`src/rtl/multicycle_controller.sv`:
```
// Multi-cycle MIPS control FSM: sequences fetch/decode/execute/memory/writeback,
// stalls on the memory ready handshake and drives every datapath enable and select.
// Optional feature macro: JUMP_EN (adds the j instruction path through the JUMP state).
module multicycle_controller (
  input  logic       clock,
  input  logic       clear_n,
  input  logic [5:0] opcode,
  input  logic       mem_ready,
  output logic       pc_write,
  output logic       pc_write_cond,
  output logic [1:0] pc_source,
  output logic       i_or_d,
  output logic       mem_read,
  output logic       mem_write,
  output logic       ir_write,
  output logic       reg_write,
  output logic       reg_dst,
  output logic       mem_to_reg,
  output logic       alu_src_a,
  output logic [1:0] alu_src_b,
  output logic [1:0] alu_op,
  output logic       instr_done,
  output logic       illegal,
  output logic [3:0] state
);

  typedef enum logic [3:0] {
    StFetch    = 4'd0,
    StDecode   = 4'd1,
    StMemAddr  = 4'd2,
    StMemRead  = 4'd3,
    StMemWb    = 4'd4,
    StMemWrite = 4'd5,
    StExecute  = 4'd6,
    StAluWb    = 4'd7,
    StBranch   = 4'd8,
    StJump     = 4'd9,
    StAddiEx   = 4'd10,
    StAddiWb   = 4'd11
  } state_e;

  localparam logic [5:0] OpRtype = 6'h00;
  localparam logic [5:0] OpBeq   = 6'h04;
  localparam logic [5:0] OpAddi  = 6'h08;
  localparam logic [5:0] OpLw    = 6'h23;
  localparam logic [5:0] OpSw    = 6'h2B;
`ifdef JUMP_EN
  localparam logic [5:0] OpJ     = 6'h02;
`endif

  state_e state_q, state_d;
  state_e dec_st;

  // State register with synchronous active-low clear.
  always_ff @(posedge clock) begin
    if (!clear_n) begin
      state_q <= StFetch;
    end else begin
      state_q <= state_d;
    end
  end

  assign state = state_q;

  // Next-state logic; unused encodings fall back to FETCH.
  always_comb begin
    state_d = StFetch;
    unique case (state_q)
      StFetch:    state_d = mem_ready ? StDecode : StFetch;
      StDecode: begin
        if (opcode == OpLw || opcode == OpSw) state_d = StMemAddr;
        else if (opcode == OpRtype)           state_d = StExecute;
        else if (opcode == OpBeq)             state_d = StBranch;
        else if (opcode == OpAddi)            state_d = StAddiEx;
`ifdef JUMP_EN
        else if (opcode == OpJ)               state_d = StJump;
`endif
        else                                  state_d = StFetch;
      end
      StMemAddr:  state_d = (opcode == OpSw) ? StMemWrite : StMemRead;
      StMemRead:  state_d = mem_ready ? StMemWb : StMemRead;
      StMemWrite: state_d = mem_ready ? StFetch : StMemWrite;
      StExecute:  state_d = StAluWb;
      StAddiEx:   state_d = StAddiWb;
      default:    state_d = StFetch;
    endcase
  end

  // While clear is low the selects decode as FETCH; enables are masked below.
  assign dec_st = clear_n ? state_q : StFetch;

  // Output decode of the current state.
  always_comb begin
    pc_write      = 1'b0;
    pc_write_cond = 1'b0;
    pc_source     = 2'b00;
    i_or_d        = 1'b0;
    mem_read      = 1'b0;
    mem_write     = 1'b0;
    ir_write      = 1'b0;
    reg_write     = 1'b0;
    reg_dst       = 1'b0;
    mem_to_reg    = 1'b0;
    alu_src_a     = 1'b0;
    alu_src_b     = 2'b00;
    alu_op        = 2'b00;
    instr_done    = 1'b0;
    illegal       = 1'b0;
    unique case (dec_st)
      StFetch: begin
        mem_read  = 1'b1;
        alu_src_b = 2'b01;
        ir_write  = mem_ready;
        pc_write  = mem_ready;
      end
      StDecode: begin
        alu_src_b = 2'b11;
        illegal   = !(opcode == OpLw || opcode == OpSw || opcode == OpRtype ||
`ifdef JUMP_EN
                      opcode == OpJ ||
`endif
                      opcode == OpBeq || opcode == OpAddi);
      end
      StMemAddr, StAddiEx: begin
        alu_src_a = 1'b1;
        alu_src_b = 2'b10;
      end
      StMemRead: begin
        mem_read = 1'b1;
        i_or_d   = 1'b1;
      end
      StMemWb: begin
        reg_write  = 1'b1;
        mem_to_reg = 1'b1;
        instr_done = 1'b1;
      end
      StMemWrite: begin
        mem_write  = 1'b1;
        i_or_d     = 1'b1;
        instr_done = mem_ready;
      end
      StExecute: begin
        alu_src_a = 1'b1;
        alu_op    = 2'b10;
      end
      StAluWb: begin
        reg_write  = 1'b1;
        reg_dst    = 1'b1;
        instr_done = 1'b1;
      end
      StBranch: begin
        alu_src_a     = 1'b1;
        alu_op        = 2'b01;
        pc_write_cond = 1'b1;
        pc_source     = 2'b01;
        instr_done    = 1'b1;
      end
`ifdef JUMP_EN
      StJump: begin
        pc_write   = 1'b1;
        pc_source  = 2'b10;
        instr_done = 1'b1;
      end
`endif
      StAddiWb: begin
        reg_write  = 1'b1;
        instr_done = 1'b1;
      end
      default: ;
    endcase
    // Clear masks every enable and pulse.
    if (!clear_n) begin
      pc_write      = 1'b0;
      pc_write_cond = 1'b0;
      mem_read      = 1'b0;
      mem_write     = 1'b0;
      ir_write      = 1'b0;
      reg_write     = 1'b0;
      instr_done    = 1'b0;
      illegal       = 1'b0;
    end
  end

endmodule

```
`config.mk`:
```
export PLATFORM = sky130hd
export DESIGN_NAME = multicycle_controller
export DESIGN_NICKNAME = d
export VERILOG_FILES = /design/src/rtl/multicycle_controller.sv
export SDC_FILE = /design/constraint.sdc
export NUM_CORES = 1
export LEC_CHECK = 0
export BUFFER_PORTS_ARGS = -buffer_cell sky130_fd_sc_hd__buf_2
export CORE_MARGIN = 2
export CORE_UTILIZATION = 43
export DETAILED_ROUTE_END_ITERATION = 8
export GPL_TIMING_DRIVEN = 0
export PLACE_DENSITY = 0.77
export SETUP_SLACK_MARGIN = 0.1
export SYNTH_ARGS = -nofsm -noshare
export SYNTH_HDL_FRONTEND = slang
export SYNTH_SLANG_ARGS = --single-unit
```
`constraint.sdc`:
```
create_clock -name clock -period 1.7 [get_ports clock]
set_input_delay 0.255 -clock clock [delete_from_list [all_inputs] [get_ports clock]]
set_output_delay 0.255 -clock clock [all_outputs]
set_load 0.01 [all_outputs]
```
==> summary.md, run 1 <==
| Metric | Value |
|---|---|
| Class of the worst hold path | `in -> reg` |
| Layout Skew | `10.1 ps` |
| Iteration-0 DRC Markers | `24` |
| Area of the multi-input gates | `around 480 um2` |
| Syn-to-layout area delta | `59.4%` |
| Gpl congestion | `0.779` |
| WL met3 | `170 um` |
| Max IR drop VDD | `0.426 mV` |
| GRT Total Usage | `26.7%` |
| EDFF count, synth | `0` |
| Post-route worst setup slack | `-116 ps` |
| Worst setup EP type | `primary output` |
| DRT antenna net count | `0` |
| Clock transition at path regs | `40 ps` |
| Reg2Reg Depth | `5` |
| Async SR Flop Fraction | `0%` |
| First-pass GRT wire length | `a little under 3 mm` |
| DP Cell Count | `about 130` |
| Fmax | `about 550 MHz` |
| PnR Total Power | `about 0.00034 W` |
| Final Hold Vio Count | `0` |
| Clock buffer depth | `2` |
| Max-cap violations | `0` |
| Fillers | `98` |
| Initial Util | `between 40% and 50%` |
| Hold path cells | `4` |
| HP Start | `opcode[4]` |
| # IOs | `31` |
| CTS Root Cell | `clkbuf_4` |
| Slew Viols, Final | `0` |
| Top sig layer | `met4` |
| Crit-path max FO | `10` |
| Core Box Area | `1270 um2` |
| Post-Layout Cell Count | `135` |
| H-tree depth | `1` |
| Critical path class | `reg -> out` |
| CTS tree | `done` |
| Flop2flop setup slack | `340 ps` |
| Total Routed Length | `2.01 mm` |
| Pin count of the biggest net entering global routing | `11` |
| Clock Latency Late Sink | `240 ps` |
| Routed WL per cell | `14.9 um` |
| Post-Syn Area | `577 um2` |
| CP Data Required Time | `1440 ps` |
| Failing checks | `negative setup slack` |
| Clock Sinks | `4` |
| GRT overflow | `0` |
| Distinct cells, synth | `42` |
| RSZ-0062 raised after global routing | `true` |
| IO Port Bufs | `29` |
| Final Core Density | `72.5%` |
| M1 wire length | `789 um` |
| Power density cells | `365 nW/um2` |
| Cts bufs inserted | `3` |
| P_leak | `0.426 nW` |
| Row cnt | `13` |
| Setup crit start kind | `register` |
| Tmin final | `1820 ps` |
| Detailed-placement wirelength estimate | `between 1 and 1.5 mm` |
| End of the worst register-to-register path | `state[1]$_SDFF_PN0_` |
| Syn avg cell area | `between 6 and 7 um2` |
| WP data arrival | `between 1500 and 2000 ps` |
| Sum of negative setup slack | `-285 ps` |
| Post-CTS Hold Buffers | `0` |
| Drt via density | `6.13` |
| Initial antenna violation count | `0` |
| Detail Route met2 WL | `997 um` |
| Vias | `approximately 830` |
| Status | `complete, but fails checks` |
| Top FF cell, synth | `dfxtp_1` |
| Worst R2R Start | `state[1]$_SDFF_PN0_` |
| Count of state elements after synthesis | `4` |
| Net Count, Synth | `92` |
| DRC errors left | `0` |
| Hold endpoint | `state[1]$_SDFF_PN0_` |
| TritonRoute pass-1 iters | `4` |
| Share of cells above drive strength 1 | `between 50% and 60%` |
| # diodes | `0` |
| Vias in the first global route | `634` |
| WHS | `between 300 and 400 ps` |
| Final Cycle Share | `107%` |
| Sequential standard cell area | `90.1 um2` |
| Max FFs per register | `4` |
| Layout Nets | `131` |
| Final setup viols | `3` |
| Die ar. | `~1700 um2` |
| Synthesis Warnings | `0` |
| Die width | `40.6 um` |
| Mapped Cells | `83` |
| Seq/Total Area, Yosys | `13.9%` |
| Die Y-Extent | `approximately 41 um` |
-- power by group --
| group | internal, W | total, W | switching (W) |
|---|---|---|---|
| clock network | 0.0000790 | 0.000120 | 0.0000405 |
| logic | 0.0000584 | 0.000118 | 0.0000595 |
| registers | 0.0000947 | 0.0000983 | 0.00000355 |
| total | 0.000232 | 0.000336 | 0.000104 |
-- Yosys cell counts, drive strengths merged, types with 2 or more instances --
master,n,area share (%)
a21oi,6,5.2
and2b,2,3.0
and3,2,2.4
and4,3,4.6
buf,5,6.7
clkbuf,3,5.4
dfxtp,4,14
inv,3,2.0
nand2,6,3.9
nand2b,4,5.6
nand3,2,1.7
nor2,11,7.2
nor3,6,5.2
nor4,2,2.2
o21ai,3,2.6
-- routing by layer --
metal | global-route usage (%) | up-vias
met5 | 0 | -
met3 | 9.78 | 10
met1 | 32.9 | 383
met2 | 45.6 | 53
li1 | - | 381
met4 | 2.50 | 0
-- cell usage in the layout, fill, tap and decap left out, drive strengths merged, types with 2 or more instances in the layout --
| cell type | Yosys | final |
|---|---|---|
| nand2 | 6 | 6 |
| clkbuf | 3 | 4 |
| a21oi | 6 | 6 |
| o21ai | 3 | 3 |
| nand3 | 2 | 2 |
| nor4 | 2 | 2 |
| nor2 | 11 | 11 |
| and3 | 2 | 2 |
| inv | 3 | 3 |
| dfxtp | 4 | 4 |
| buf | 5 | 41 |
| and4 | 3 | 3 |
| nand2b | 4 | 4 |
| nor3 | 6 | 6 |
| and2b | 2 | 2 |
-- how the worst max path moves through the flow --
stage | end | from | depth (start not counted) | slack (ps)
6_report | alu_src_a | state[0]$_SDFF_PN0_ | 4 | -120
5_1_grt | reg_write | state[1]$_SDFF_PN0_ | 4 | -170
4_1_cts | reg_write | state[1]$_SDFF_PN0_ | 4 | -80
3_5_place_dp | illegal | state[2]$_SDFF_PN0_ | 5 | 30
3_3_place_gp | illegal | state[2]$_SDFF_PN0_ | 5 | 40
2_1_floorplan | reg_write | state[2]$_SDFF_PN0_ | 3 | 150
-- stage by stage --
stage | setup WS (ps) | area, um2
3_3_place_gp | 44.9 | 743
4_1_cts | -80.6 | 837
6_report | -116 | 920
5_1_grt | -165 | 920
2_1_floorplan | 152 | 579
3_5_place_dp | 30.7 | 743
-- cell type report --
cell class / instances / area share, %
Multi-Input combinational cell: 68 / 52.1
Timing Repair Buffer: 34 / 22.3
Sequential cell: 4 / 9.80
Buffer: 8 / 9.80
Clock buffer: 3 / 2.45
Tap cell: 15 / 2.04
Inverter: 3 / 1.50
-- worst max-delay path, cell delays in order, from the launching register on --
cell and delay [ps]:
dfxtp_4 360, buf_4 160, clkbuf_16 160, a2111oi_1 430, buf_2 220
-- timing repair --
item                       in CTS  in global routing
pin swaps                       2                  3
hold endpoints to repair        0                  0
setup endpoints to repair      14                 16
setup buffers                   4                  1
resized for setup              13                 20
-- cells by family after synthesis --
| group | after synthesis | share of synthesized area (%) |
|---|---|---|
| AOI/OAI and AO/OA | 23 | 27.8 |
| xor gates and xnor gates | 1 | 1.52 |
| buffers and inverters | 11 | 14.1 |
| DFF | 4 | 13.9 |
| other | 1 | 0.650 |
| and+or+nand+nor | 43 | 42.1 |
Note: power is estimated with default switching activity, not from simulation.
==> run 2: changes to the inputs <==
==> constraint.sdc (replaced) <==
create_clock -name clock -period 1.8 [get_ports clock]
set_input_delay 0.27 -clock clock [delete_from_list [all_inputs] [get_ports clock]]
set_output_delay 0.27 -clock clock [all_outputs]
set_load 0.01 [all_outputs]
==> summary.md, run 2 (synthesis results as in run 1) <==
| Metric | Value |
|---|---|
| Class of the worst hold path | `in -> reg` |
| CP top delay family | `simple AND/OR/NAND/NOR gates` |
| Max-cap violations | `0` |
| Max IR drop VDD | `roughly 0.32 mV` |
| Switching Fraction | `29.9%` |
| Post-route worst setup slack | `5.11 ps` |
| DRC errors left | `0` |
| Pin count of the biggest net entering global routing | `11` |
| Tmin final | `1790 ps` |
| Sw Pwr | `0.0000887 W` |
| Final setup viols | `0` |
| Routed WL per cell | `between 10 and 15 um` |
| H-tree depth | `1` |
| Cts bufs inserted | `3` |
| PnR Total Power | `0.000297 W` |
| End of the worst register-to-register path | `state[3]$_SDFF_PN0_` |
| IO Port Bufs | `29` |
| DRT antenna net count | `0` |
| Clk pwr share | `36.5%` |
| Critical path class | `reg -> out` |
| Final Hold Vio Count | `0` |
| Area of the multi-input gates | `465 um2` |
| Layout Skew | `3.84 ps` |
| Syn-to-layout area delta | `53.1%` |
| Clock buffer depth | `2` |
| Sequential standard cell area | `91.3 um2` |
| Initial antenna violation count | `0` |
| Gpl congestion | `between 0.7 and 0.8` |
| Max FFs per register | `4` |
| Detail Route met2 WL | `939 um` |
| CTS tree | `done` |
| HP Start | `clear_n` |
| CP peak stage delay | `roughly 440 ps` |
| Reg2Reg Depth | `5` |
| TritonRoute pass-1 iters | `4` |
| Post-CTS Hold Buffers | `0` |
| Drt via density | `5.90` |
| Detailed-placement wirelength estimate | `roughly 1.2 mm` |
| # IOs | `31` |
| Gate power share | `33.1%` |
| Power density cells | `336 nW/um2` |
| Layout Nets | `131` |
| First-pass GRT wire length | `2.66 mm` |
| Setup crit start kind | `register` |
| Worst R2R Start | `state[1]$_SDFF_PN0_` |
| Clock Sinks | `4` |
| Final Cycle Share | `99.7%` |
| Crit-path max FO | `4` |
| Iteration-0 DRC Markers | `32` |
| CP Data Required Time | `1530 ps` |
| Hold endpoint | `state[0]$_SDFF_PN0_` |
| Most common cell after layout, fill and taps aside | `buf_2` |
| Fillers | `100` |
| Most frequent cells in the layout | `buf_2 (29), nor2_1 (9), buf_4 (8), nand2_1 (6)` |
| Hold path cells | `2` |
| Setup WS pre-CTS | `59.4 ps` |
| Clock Latency Late Sink | `230 ps` |
| WL met3 | `121 um` |
| Initial Util | `45.5%` |
| Crit-path cells | `and2b_2, or4_4, a21oi_2, buf_2` |
| Top sig layer | `met4` |
| Die ar. | `1650 um2` |
| Worst setup EP type | `primary output` |
| Share of power burned in registers | `30.4%` |
| Slowest cell on crit path | `or4_4` |
| CTS Root Cell | `clkbuf_4` |
| P_leak | `between 0.4 and 0.5 nW` |
| Core Box Area | `~1300 um2` |
| Int Power | `0.000208 W` |
| WP data arrival | `1520 ps` |
| Flop2flop setup slack | `470 ps` |
| Clock transition at path regs | `approximately 40 ps` |
| Slew Viols, Final | `0` |
| Vias | `796` |
| Status | `completed` |
| GRT Total Usage | `approximately a quarter` |
| Share of cells above drive strength 1 | `53.3%` |
| Vias in the first global route | `640` |
| Total Routed Length | `about 1.8 mm` |
| Row cnt | `13` |
| Crit path buffers/inverters | `1` |
| Die width | `40.6 um` |
| Fmax | `approximately 560 MHz` |
| M1 wire length | `738 um` |
| Die Y-Extent | `40.6 um` |
| GRT overflow | `0` |
| RSZ-0062 raised after global routing | `true` |
| # diodes | `0` |
[run 2: through the flow]
step,setup TNS (ps),hold slack [ps],cell area [um2],util (%),std cells
global route,-56.8,382,883,69.6,135
finish,0,385,883,69.6,135
CTS,0,371,833,65.7,135
floorplan,0,403,577,-,83
global placement,0,612,741,58.4,127
detailed placement,0,613,741,58.4,127
[run 2: what timing repair did]
item | in CTS | in global routing
setup buffers | 5 | 0
gates resized for setup | 12 | 13
setup endpoints to repair | 13 | 10
pin swaps | 2 | 4
[run 2: layer usage]
| metal | vias to the layer above | GRT usage [%] |
|---|---|---|
| li1 | 382 | - |
| met1 | 366 | 31.4 |
| met2 | 46 | 39.7 |
| met3 | 2 | 6.52 |
| met4 | 0 | 0.833 |
| met5 | - | 0 |
[run 2: area by class of cell]
class,instances,area share (%)
Timing Repair Buffer,34,21.4
Tap cell,15,2.12
Clock buffer,3,2.55
Buffer,8,9.63
Inverter,3,1.27
Sequential cell,4,10.3
Multi-Input combinational cell,68,52.7
[run 2: worst max-delay path by stage]
| stage | start | to | slack (ps) | depth (start not counted) |
|---|---|---|---|---|
| finish | state[1]$_SDFF_PN0_ | reg_write | 5 | 4 |
| global route | state[1]$_SDFF_PN0_ | reg_write | -60 | 4 |
| CTS | state[1]$_SDFF_PN0_ | reg_write | 30 | 4 |
| detailed placement | state[0]$_SDFF_PN0_ | reg_write | 60 | 5 |
| global placement | state[0]$_SDFF_PN0_ | reg_write | 90 | 5 |
| floorplan | state[0]$_SDFF_PN0_ | reg_write | 150 | 4 |
[run 2: power groups by stage]
stage          logic (W)  registers, W  clock network [W]
2_1_floorplan  0.0000482     0.0000966                  0
3_3_place_gp   0.0000781     0.0000962                  0
3_5_place_dp   0.0000794     0.0000966                  0
4_1_cts        0.0000914     0.0000915           0.000113
5_1_grt         0.000107     0.0000905           0.000122
6_report       0.0000984     0.0000904           0.000108
==> run 3: changes to the inputs <==
--- a/config.mk
+++ b/config.mk
@@ -10,7 +10,7 @@
 export CORE_UTILIZATION = 43
 export DETAILED_ROUTE_END_ITERATION = 8
 export GPL_TIMING_DRIVEN = 0
-export PLACE_DENSITY = 0.77
+export PLACE_DENSITY = 0.88
 export SETUP_SLACK_MARGIN = 0.1
 export SYNTH_ARGS = -nofsm -noshare
 export SYNTH_HDL_FRONTEND = slang
==> summary.md, run 3 (synthesis results as in run 1) <==
| Metric | Value |
|---|---|
| Drt via density | `approximately 5.9` |
| Vias in the first global route | `648` |
| DRC errors left | `0` |
| Gate power share | `33.3%` |
| Fmax | `561 MHz` |
| Detailed-placement wirelength estimate | `between 1 and 1.5 mm` |
| Most frequent cells in the layout | `buf_2 (29), buf_4 (10), nor2_1 (9), nand2_1 (6)` |
| Pin count of the biggest net entering global routing | `11` |
| Clk pwr share | `36.8%` |
| Setup crit start kind | `register` |
| CP Data Required Time | `about 1500 ps` |
| Post-route worst setup slack | `16.3 ps` |
| DP Cell Count | `127` |
| Die Y-Extent | `40.6 um` |
| DRT antenna net count | `0` |
| Clock transition at path regs | `30 ps` |
| Most common cell after layout, fill and taps aside | `buf_2` |
| Cts bufs inserted | `3` |
| Crit-path max FO | `4` |
| IO Port Bufs | `29` |
| # IOs | `31` |
| Worst setup EP type | `primary output` |
| Switching Fraction | `30.7%` |
| Max-cap violations | `0` |
| Layout Nets | `between 100 and 150` |
| Clock buffer depth | `2` |
| Initial Util | `a little under half` |
| Syn-to-layout area delta | `55.7%` |
| Core Box Area | `1270 um2` |
| PnR Total Power | `between 0.0003 and 0.0004 W` |
| Setup WS pre-CTS | `between 60 and 70 ps` |
| Layout Skew | `6.87 ps` |
| Sw Pwr | `0.0000928 W` |
| Iteration-0 DRC Markers | `22` |
| TritonRoute pass-1 iters | `4` |
| Final setup viols | `0` |
| Die ar. | `~1700 um2` |
| Status | `completed` |
| Clock Sinks | `4` |
| Post-route design area | `898 um2` |
| CTS Root Cell | `clkbuf_4` |
| Power density cells | `337 nW/um2` |
| Max FFs per register | `4` |
| GRT Total Usage | `22.4%` |
| Vias | `around 810` |
| Initial antenna violation count | `0` |
| # diodes | `0` |
| Placed instance area | `741 um2` |
| Routed WL per cell | `13.5 um` |
| Clock Latency Late Sink | `240 ps` |
| P_leak | `0.427 nW` |
| Share of power burned in registers | `29.9%` |
| Post-Layout Cell Count | `between 100 and 150` |
| Post-CTS Hold Buffers | `0` |
| RSZ-0062 raised after global routing | `true` |
| Tmin final | `1780 ps` |
| Die width | `40.6 um` |
| Share of cells above drive strength 1 | `55.7%` |
| CTS tree | `done` |
| Final Core Density | `70.8%` |
| Total Routed Length | `1.85 mm` |
| GRT overflow | `0` |
| Gpl congestion | `0.750` |
| Max IR drop VDD | `between 0.3 and 0.4 mV` |
| Int Power | `0.000209 W` |
| H-tree depth | `1` |
| WP data arrival | `1510 ps` |
| Final Hold Vio Count | `0` |
| First-pass GRT wire length | `2.59 mm` |
| Slew Viols, Final | `0` |
| Row cnt | `13` |
| Final Cycle Share | `99.1%` |
| Critical path class | `reg -> out` |
| Class of the worst hold path | `in -> reg` |
==> run 3: final cells by class <==
cell class	count	area, um2
repair buffers	36	204
plain buffers	8	78.8
flip-flops and latches	4	92.6
multi-input cells	68	468
inverters	3	13.8
well taps	15	18.8
fillers	93	370
clock buffers	3	22.5
==> run 3: worst paths after layout <==
check                                    startpoint                  end  slack (ps)  cells past startpoint
worst min register to register  state[0]$_SDFF_PN0_  state[1]$_SDFF_PN0_         710                      3
worst max register to register  state[0]$_SDFF_PN0_  state[1]$_SDFF_PN0_         430                      4
worst min-delay path                      opcode[4]  state[1]$_SDFF_PN0_         370                      4
worst max-delay path            state[1]$_SDFF_PN0_            reg_write          20                      4
==> run 3: worst max-delay path, stage by stage (launching register included) <==
cell and delay [ps]:
dfxtp_4 360, and2b_2 230, or4_4 410, a21oi_2 140, buf_2 140
==> run 3: layer usage <==
metal | GRT usage [%] | share of wire [%]
met2 | 40.9 | 50
met1 | 26.2 | 41
met4 | 7.50 | 0.97
met3 | 3.26 | 7.3
met5 | 0 | 0
==> run 3: timing repair <==
item                                    in CTS  in global routing
endpoints found under the setup margin      12                  9
buffers inserted                             5                  2
gates cloned                                 0                  0
resized for setup                           12                 17
pin swaps                                    1                  4
==> run 3: metrics by stage <==
| step | setup TNS (ps) | hold slack [ps] |
|---|---|---|
| final | 0 | 366 |
| after global placement | 0 | 615 |
| after detailed placement | 0 | 616 |
| after floorplan | 0 | 403 |
| after CTS | 0 | 370 |
| after global routing | -21.8 | 392 |
==> run 3: power groups by stage <==
stage                     clock [W]  combinational (W)  sequential [W]
after floorplan                   0          0.0000482       0.0000966
after global placement            0          0.0000776       0.0000961
after detailed placement          0          0.0000801       0.0000964
after CTS                  0.000112          0.0000896       0.0000917
after global routing       0.000116           0.000109       0.0000908
final                      0.000111           0.000101       0.0000905
